`config.mk`:
```
export PLATFORM = sky130hd
export DESIGN_NAME = lcd_char_ctrl
export DESIGN_NICKNAME = d
export VERILOG_FILES = /design/src/rtl/lcd_char_ctrl.sv
export SDC_FILE = /design/constraint.sdc
export NUM_CORES = 1
export LEC_CHECK = 0
export BUFFER_PORTS_ARGS = -buffer_cell sky130_fd_sc_hd__buf_2
export CAP_MARGIN = 20
export CORE_MARGIN = 2
export CORE_UTILIZATION = 60
export CTS_BUF_LIST = sky130_fd_sc_hd__clkbuf_8
export DETAILED_ROUTE_END_ITERATION = 8
export PLACE_DENSITY = 0.75
export SLEW_MARGIN = 20
export SYNTH_ARGS = -nofsm -noshare
export SYNTH_HDL_FRONTEND = slang
export SYNTH_SLANG_ARGS = --single-unit
```
`constraint.sdc`:
```
create_clock -name CLOCK_50 -period 3.5 [get_ports CLOCK_50]
set_input_delay 0.525 -clock CLOCK_50 [delete_from_list [all_inputs] [get_ports CLOCK_50]]
set_output_delay 0.525 -clock CLOCK_50 [all_outputs]
set_load 0.1 [all_outputs]
```
`src/rtl/lcd_char_ctrl.sv`:
```
// lcd_char_ctrl: HD44780-style character LCD controller.
//   After reset it waits PWRUP_CYCLES and then sends the 5-byte init sequence
//   on its own. After that it drains a command/data FIFO onto the LCD pins,
//   giving each byte a SETUP / EN pulse / HOLD cycle. Every timer is loaded
//   with N-1 and counts down to 0, so each phase lasts exactly N clocks.
//
// Optional feature (macro LCD_CHAR_CTRL_WRAP_EN): the controller tracks the
//   cursor position. When a line fills up, it inserts a set-DDRAM-address
//   command that moves the cursor to the start of the next line.
//
// Ports:
//   CLOCK_50    in   system clock
//   RESET       in   synchronous active-high reset
//   wr_valid    in   write request
//   wr_rs       in   1 = character data, 0 = command
//   wr_data     in   byte to send
//   wr_ready    out  FIFO not full (registered)
//   init_done   out  init sequence complete
//   busy        out  engine active or FIFO non-empty
//   fifo_count  out  occupied FIFO entries
//   LCD_DATA    out  LCD data bus
//   LCD_RW      out  read/write select, tied to 0 (write only)
//   LCD_RS      out  register select
//   LCD_EN      out  enable strobe
//   LCD_ON      out  panel power
//   LCD_BLON    out  backlight
//
// State table:
//   PWRUP  | power-up wait before the first init write
//   ISETUP | init byte driven, EN low (1 clk)
//   IPULSE | init byte strobe, EN high
//   IHOLD  | init byte execution time
//   IDLE   | waiting for a FIFO entry (or an inserted wrap command)
//   SETUP  | byte driven, EN low (1 clk)
//   PULSE  | strobe, EN high
//   HOLD   | execution time (clear/home get the long hold)
module lcd_char_ctrl #(
  parameter int PWRUP_CYCLES   = 750000,
  parameter int EN_CYCLES      = 25,
  parameter int CMD_CYCLES     = 2500,
  parameter int CLR_CYCLES     = 82000,
  parameter int FIFO_DEPTH     = 16,
  parameter int CHARS_PER_LINE = 16,
  parameter int LINES          = 2
) (
  input  logic                          CLOCK_50,
  input  logic                          RESET,
  input  logic                          wr_valid,
  input  logic                          wr_rs,
  input  logic [7:0]                    wr_data,
  output logic                          wr_ready,
  output logic                          init_done,
  output logic                          busy,
  output logic [$clog2(FIFO_DEPTH):0]   fifo_count,
  output logic [7:0]                    LCD_DATA,
  output logic                          LCD_RW,
  output logic                          LCD_RS,
  output logic                          LCD_EN,
  output logic                          LCD_ON,
  output logic                          LCD_BLON
);

  localparam int AW = $clog2(FIFO_DEPTH);
  localparam int M1 = (PWRUP_CYCLES > CLR_CYCLES) ? PWRUP_CYCLES : CLR_CYCLES;
  localparam int M2 = (CMD_CYCLES > EN_CYCLES) ? CMD_CYCLES : EN_CYCLES;
  localparam int MAXC = (M1 > M2) ? M1 : M2;
  localparam int TW = $clog2(MAXC) + 1;
  localparam logic [AW:0] FULL = (AW + 1)'(FIFO_DEPTH);

  if (FIFO_DEPTH < 2 || (FIFO_DEPTH & (FIFO_DEPTH - 1)) != 0) begin : g_bad_depth
    $error("lcd_char_ctrl: FIFO_DEPTH must be a power of two >= 2");
  end
  if (LINES < 1 || LINES > 2 || CHARS_PER_LINE < 1 || CHARS_PER_LINE > 64) begin : g_bad_geom
    $error("lcd_char_ctrl: LINES must be 1 or 2, CHARS_PER_LINE 1..64");
  end

  typedef enum logic [2:0] {
    S_PWRUP, S_ISETUP, S_IPULSE, S_IHOLD, S_IDLE, S_SETUP, S_PULSE, S_HOLD
  } state_t;

  state_t          state, state_next;
  logic [TW-1:0]   tmr, tmr_load_val, hold_len;
  logic            tmr_load, tmr_zero;
  logic [2:0]      rom_idx;
  logic [7:0]      cur_data, ld_data;
  logic            cur_rs, ld_rs, ld;
  logic            init_adv, init_fin, lcd_on;
  logic [8:0]      mem [FIFO_DEPTH];
  logic [AW-1:0]   wr_ptr, rd_ptr;
  logic [AW:0]     count_next;
  logic            push, pop;

  function automatic logic [7:0] rom_byte(input logic [2:0] i);
    case (i)
      3'd0, 3'd1: rom_byte = 8'h38;
      3'd2:       rom_byte = 8'h0C;
      3'd3:       rom_byte = 8'h01;
      default:    rom_byte = 8'h06;
    endcase
  endfunction

  assign tmr_zero = (tmr == '0);
  assign hold_len = (!cur_rs && (cur_data == 8'h01 || cur_data == 8'h02 || cur_data == 8'h03))
                    ? TW'(CLR_CYCLES - 1) : TW'(CMD_CYCLES - 1);

  assign push       = wr_valid & wr_ready;
  assign count_next = fifo_count + {{AW{1'b0}}, push} - {{AW{1'b0}}, pop};

`ifdef LCD_CHAR_CTRL_WRAP_EN
  logic [6:0] col;
  logic       line, line_next, wrap_pending, ins;
  logic [7:0] wrap_cmd;

  assign line_next = (LINES == 2) ? ~line : 1'b0;
  assign wrap_cmd  = line_next ? 8'hC0 : 8'h80;
`endif

  always_comb begin
    state_next   = state;
    tmr_load     = 1'b0;
    tmr_load_val = '0;
    pop          = 1'b0;
    ld           = 1'b0;
    ld_data      = cur_data;
    ld_rs        = cur_rs;
    init_adv     = 1'b0;
    init_fin     = 1'b0;
`ifdef LCD_CHAR_CTRL_WRAP_EN
    ins          = 1'b0;
`endif
    case (state)
      S_PWRUP: if (tmr_zero) begin
        state_next = S_ISETUP;
        ld         = 1'b1;
        ld_data    = rom_byte(3'd0);
        ld_rs      = 1'b0;
      end
      S_ISETUP: begin
        state_next   = S_IPULSE;
        tmr_load     = 1'b1;
        tmr_load_val = TW'(EN_CYCLES - 1);
      end
      S_IPULSE: if (tmr_zero) begin
        state_next   = S_IHOLD;
        tmr_load     = 1'b1;
        tmr_load_val = hold_len;
      end
      S_IHOLD: if (tmr_zero) begin
        if (rom_idx == 3'd4) begin
          state_next = S_IDLE;
          init_fin   = 1'b1;
        end else begin
          state_next = S_ISETUP;
          init_adv   = 1'b1;
          ld         = 1'b1;
          ld_data    = rom_byte(rom_idx + 3'd1);
          ld_rs      = 1'b0;
        end
      end
      S_IDLE: begin
`ifdef LCD_CHAR_CTRL_WRAP_EN
        // A pending wrap command takes priority over the FIFO head.
        if (wrap_pending) begin
          ins        = 1'b1;
          ld         = 1'b1;
          ld_data    = wrap_cmd;
          ld_rs      = 1'b0;
          state_next = S_SETUP;
        end else
`endif
        if (fifo_count != '0) begin
          pop        = 1'b1;
          ld         = 1'b1;
          ld_data    = mem[rd_ptr][7:0];
          ld_rs      = mem[rd_ptr][8];
          state_next = S_SETUP;
        end
      end
      S_SETUP: begin
        state_next   = S_PULSE;
        tmr_load     = 1'b1;
        tmr_load_val = TW'(EN_CYCLES - 1);
      end
      S_PULSE: if (tmr_zero) begin
        state_next   = S_HOLD;
        tmr_load     = 1'b1;
        tmr_load_val = hold_len;
      end
      S_HOLD: if (tmr_zero) state_next = S_IDLE;
      default: state_next = S_PWRUP;
    endcase
  end

  always_ff @(posedge CLOCK_50) begin
    if (RESET) begin
      state      <= S_PWRUP;
      tmr        <= TW'(PWRUP_CYCLES - 1);
      rom_idx    <= '0;
      cur_data   <= '0;
      cur_rs     <= 1'b0;
      init_done  <= 1'b0;
      lcd_on     <= 1'b0;
      wr_ptr     <= '0;
      rd_ptr     <= '0;
      fifo_count <= '0;
      wr_ready   <= 1'b1;
    end else begin
      state  <= state_next;
      lcd_on <= 1'b1;
      if (tmr_load)
        tmr <= tmr_load_val;
      else if (!tmr_zero)
        tmr <= tmr - 1'b1;
      if (ld) begin
        cur_data <= ld_data;
        cur_rs   <= ld_rs;
      end
      if (init_adv) rom_idx <= rom_idx + 3'd1;
      if (init_fin) init_done <= 1'b1;
      if (push) wr_ptr <= wr_ptr + 1'b1;
      if (pop)  rd_ptr <= rd_ptr + 1'b1;
      fifo_count <= count_next;
      // Registered full flag: a pop on a full FIFO frees the slot only from the next cycle.
      wr_ready   <= (count_next != FULL);
    end
  end

  always_ff @(posedge CLOCK_50) begin
    if (push) mem[wr_ptr] <= {wr_rs, wr_data};
  end

`ifdef LCD_CHAR_CTRL_WRAP_EN
  // The tracker follows every byte taken from IDLE, including the inserted
  // command: its bit-7 address load moves the cursor to (0, line_next).
  always_ff @(posedge CLOCK_50) begin
    if (RESET) begin
      col          <= '0;
      line         <= 1'b0;
      wrap_pending <= 1'b0;
    end else if (pop || ins) begin
      if (ins) wrap_pending <= 1'b0;
      if (ld_rs) begin
        col <= col + 7'd1;
        if (col + 7'd1 == 7'(CHARS_PER_LINE)) wrap_pending <= 1'b1;
      end else if (ld_data == 8'h01 || ld_data == 8'h02 || ld_data == 8'h03) begin
        col  <= '0;
        line <= 1'b0;
      end else if (ld_data[7]) begin
        col  <= {1'b0, ld_data[5:0]};
        line <= ld_data[6];
      end
    end
  end

  assign busy = !(state == S_IDLE && fifo_count == '0 && init_done && !wrap_pending);
`else
  assign busy = !(state == S_IDLE && fifo_count == '0 && init_done);
`endif

  assign LCD_DATA = cur_data;
  assign LCD_RS   = cur_rs;
  assign LCD_EN   = (state == S_IPULSE) || (state == S_PULSE);
  assign LCD_RW   = 1'b0;
  assign LCD_ON   = lcd_on;
  assign LCD_BLON = lcd_on;

endmodule
```
==> impl_metrics.json <==
{
  "timing.setup.tns_ns": 0,
  "power.ir.vdd_worst_mv": 0.380,
  "worst_setup_hold_path_clk_slew_ns": 0.10,
  "max_slew_violations": 0,
  "core.rowCount": 43,
  "syn-num-nets": 630,
  "worstMarginPinSlew_ns": 1.03,
  "vias": 5178,
  "viasPerCell": 6.21,
  "yosys_most_used_dff": "edfxtp_1",
  "crit_path_max_incr_delay_ns": 0.54,
  "grt_first_pass_wirelength_mm": 27.1,
  "io_buffer_count": 31,
  "synth_area_per_cell_um2": 14.0,
  "postCtsHoldBufs": 0,
  "filler_cell_count": 951,
  "design.die.area_um2": 15000,
  "avgRoutedWirePerCell_um": 20.9,
  "final_estimated_routing_congestion_in_global_placement": 0.843,
  "drt-pass1-iter-count": 5,
  "worst_setup_path_start_kind": "flip-flop",
  "i_o_pin_total": 33,
  "count_of_buffering_cells_on_the_critical_path_with_inverters_included": 1,
  "timing.final.crit_period_ns": 3.07,
  "max_slew_margin_pct": 31.1,
  "setup_viol": 0,
  "cp_max_fo": 4,
  "remaining_drc_errors": 0,
  "power.leakage_nw": 3.05,
  "setup_repair_after_global_routing_missed_its_margin": "no",
  "tritoncts_buffer_count": 17,
  "ys_async_sr_fraction_pct": 0,
  "cell_total_after_placement": 802,
  "drive_gt1_share_pct": 18.8,
  "grt_antenna_before_repair": 0,
  "critical_path.endpoint_type": "flip-flop",
  "timing.critical_path.arrival_ns": 3.42,
  "setup.worst_path.class": "reg2reg",
  "mostFrequentLayoutCell": "edfxtp_1",
  "cp_cell_sequence": "inv_1, ha_1, nor4b_1, nor2_1, nand2_1, nand2_1, ha_1, fa_1, a21oi_1, nor2_1, or3_1, a21oi_1, nand4_1",
  "first_iter_violations": 763,
  "cts-root-to-sink-buffers": 2,
  "place_hpwl_mm": 11.4,
  "postSynthRegisterBits": 200,
  "cts_root_buf": "clkbuf_8",
  "globalRouteTotalUtil_pct": 24.8,
  "synth.yosys.warnings": 0,
  "post_layout_cell_count": 834,
  "maxClockFrequency_mhz": 326,
  "worst_skew_pair.late_latency_ns": 0.48,
  "die_h_um": 123,
  "synth_enable_flop_cells": 144,
  "post_synth_instance_area_um2": 8430,
  "fin_worst_hold_slack_ns": 0.380,
  "power_per_cell_area_nw_per_um2": 505,
  "n_antenna_cell": 0,
  "globalRoute.totalOverflow": 0,
  "cp_slowest_cell": "nor4b_1",
  "area_delta_synth_final_pct": 9.58,
  "die_x_um": 123,
  "synth_sequential_area_ratio_pct": 64.6,
  "core_region_area_um2": 13800,
  "route.final.wire_length_mm": 17.4,
  "initial_standard_cell_utilization_of_the_core_pct": 61.0,
  "most-common-layout-cells": "144 x edfxtp_1, 67 x nor2_1, 54 x dfxtp_1, 34 x mux4_2",
  "status": "completed",
  "netlist_instances": 601,
  "class_of_the_most_critical_hold_timing_path": "in2reg",
  "cts_sinks": 200,
  "yosys.cell_types.count": 64,
  "post-cts-setup-buffer-count": 0,
  "hold_viol_final": 0,
  "timing.critical_path.max_delay_family": "simple AND/OR/NAND/NOR gates",
  "worstPathRequired_ns": 3.85,
  "post_cts_resize_count": 0,
  "grt_pass1_vias": 5051,
  "worst_clock_skew_ns": 0.0142,
  "htreeDepth": 4,
  "ant_nets": 0,
  "cts_tree": "done",
  "max_cap_viol": 0,
  "finish.net_count": 670,
  "pin_count_of_the_biggest_net_entering_global_routing": 41,
  "timing.final.crit_share_pct": 87.7
}
==> through the flow <==
stage | area, um^2 | power (mW) | utilization (%) | setup WS [ns]
after floorplan | 8430 | 3.10 | - | 0.0517
after global placement | 8830 | 3.22 | 63.9 | 0.594
after detailed placement | 8830 | 3.24 | 63.9 | 0.489
after CTS | 9240 | 4.70 | 66.8 | 0.466
after global routing | 9240 | 4.84 | 66.8 | 0.154
final | 9240 | 4.67 | 66.8 | 0.430
==> worst reg2reg max path: stages, from the launching register on <==
cell     delay, ns
dfxtp_1       0.34
inv_1         0.08
ha_1          0.14
nor4b_1       0.54
nor2_1        0.13
nand2_1       0.17
nand2_1       0.07
ha_1          0.21
fa_1          0.41
a21oi_1       0.16
nor2_1        0.06
or3_1         0.34
a21oi_1       0.18
nand4_1       0.11
==> path summary, 6_finish.rpt <==
kind	from	to	slack [ns]	depth (start not counted)
hold / removal	wr_valid	wr_ptr[1]	0.38	4
setup / recovery	fifo_count[2]	wr_ready	0.43	13
setup reg to reg	fifo_count[2]	wr_ready	0.43	13
hold reg to reg	rom_idx[1]	rom_idx[1]	0.51	2
==> cell families after synthesis <==
group	Yosys count	share of synthesized area (%)
buffers and inverters	47	2.28
xor gates and xnor gates	21	2.18
DFF	200	64.6
and+or+nand+nor	187	11.3
other	1	0.0445
muxes	41	9.91
adders and majority gates	17	2.61
AOI/OAI and AO/OA	87	7.12
==> registers in the layout (all words and copies together), names as in the netlist, 3 cells and up, named ones only <==
name / flops
tmr: 21
LCD_DATA: 8
mem: 144
rd_ptr: 4
rom_idx: 3
wr_ptr: 4
fifo_count: 5
state: 3
==> final cells by class <==
| type | count | area, um^2 | share of cell area (%) |
|---|---|---|---|
| clock buffer | 17 | 234 | 2.53 |
| sequential | 200 | 5450 | 58.9 |
| timing repair buffer | 49 | 290 | 3.14 |
| tap | 180 | 225 | 2.44 |
| clock inverter | 15 | 178 | 1.92 |
| multi-input combinational | 354 | 2800 | 30.2 |
| inverter | 19 | 71.3 | 0.772 |
==> synthesized netlist by cell type, types with 3 or more instances <==
cell type	instances	area share, %
nor4b_1	5	0.52
or3_1	6	0.45
or4_1	5	0.45
edfxtp_1	144	51
o31ai_1	6	0.53
nand4_1	8	0.59
a21o_1	3	0.27
a22oi_1	3	0.27
buf_1	3	0.13
clkbuf_1	16	0.71
mux4_2	34	9.1
nand2_1	31	1.4
ha_1	16	2.4
nor2_1	67	3.0
buf_2	7	0.42
a21oi_1	16	0.95
nor3_1	20	1.2
mux2i_1	7	0.83
o211ai_1	8	0.71
xnor2_1	10	1.0
a31oi_1	7	0.52
o21ai_0	14	0.83
and2_1	4	0.30
inv_1	18	0.80
xor2_1	11	1.1
a221oi_1	4	0.42
nand2b_1	8	0.59
nand3_1	7	0.42
nor4_1	7	0.52
dfxtp_1	56	13
o22ai_1	4	0.30
nor2b_1	7	0.52
==> report_power, final <==
part           internal, mW  total [mW]  switching (mW)
registers              2.62        2.65          0.0390
clock network         0.605        1.49           0.882
logic                 0.148       0.528           0.381
total                  3.37        4.67            1.30
==> metal layers <==
layer / up-vias / GRT usage (%) / routed length [um]
met5: - / 0 / 0
met1: 2570 / 33.3 / 7360
met3: 31 / 5.16 / 1050
li1: 2379 / - / -
met4: 0 / 9.05 / 380
met2: 198 / 40.5 / 8620
(Power assumes the default switching activity.)
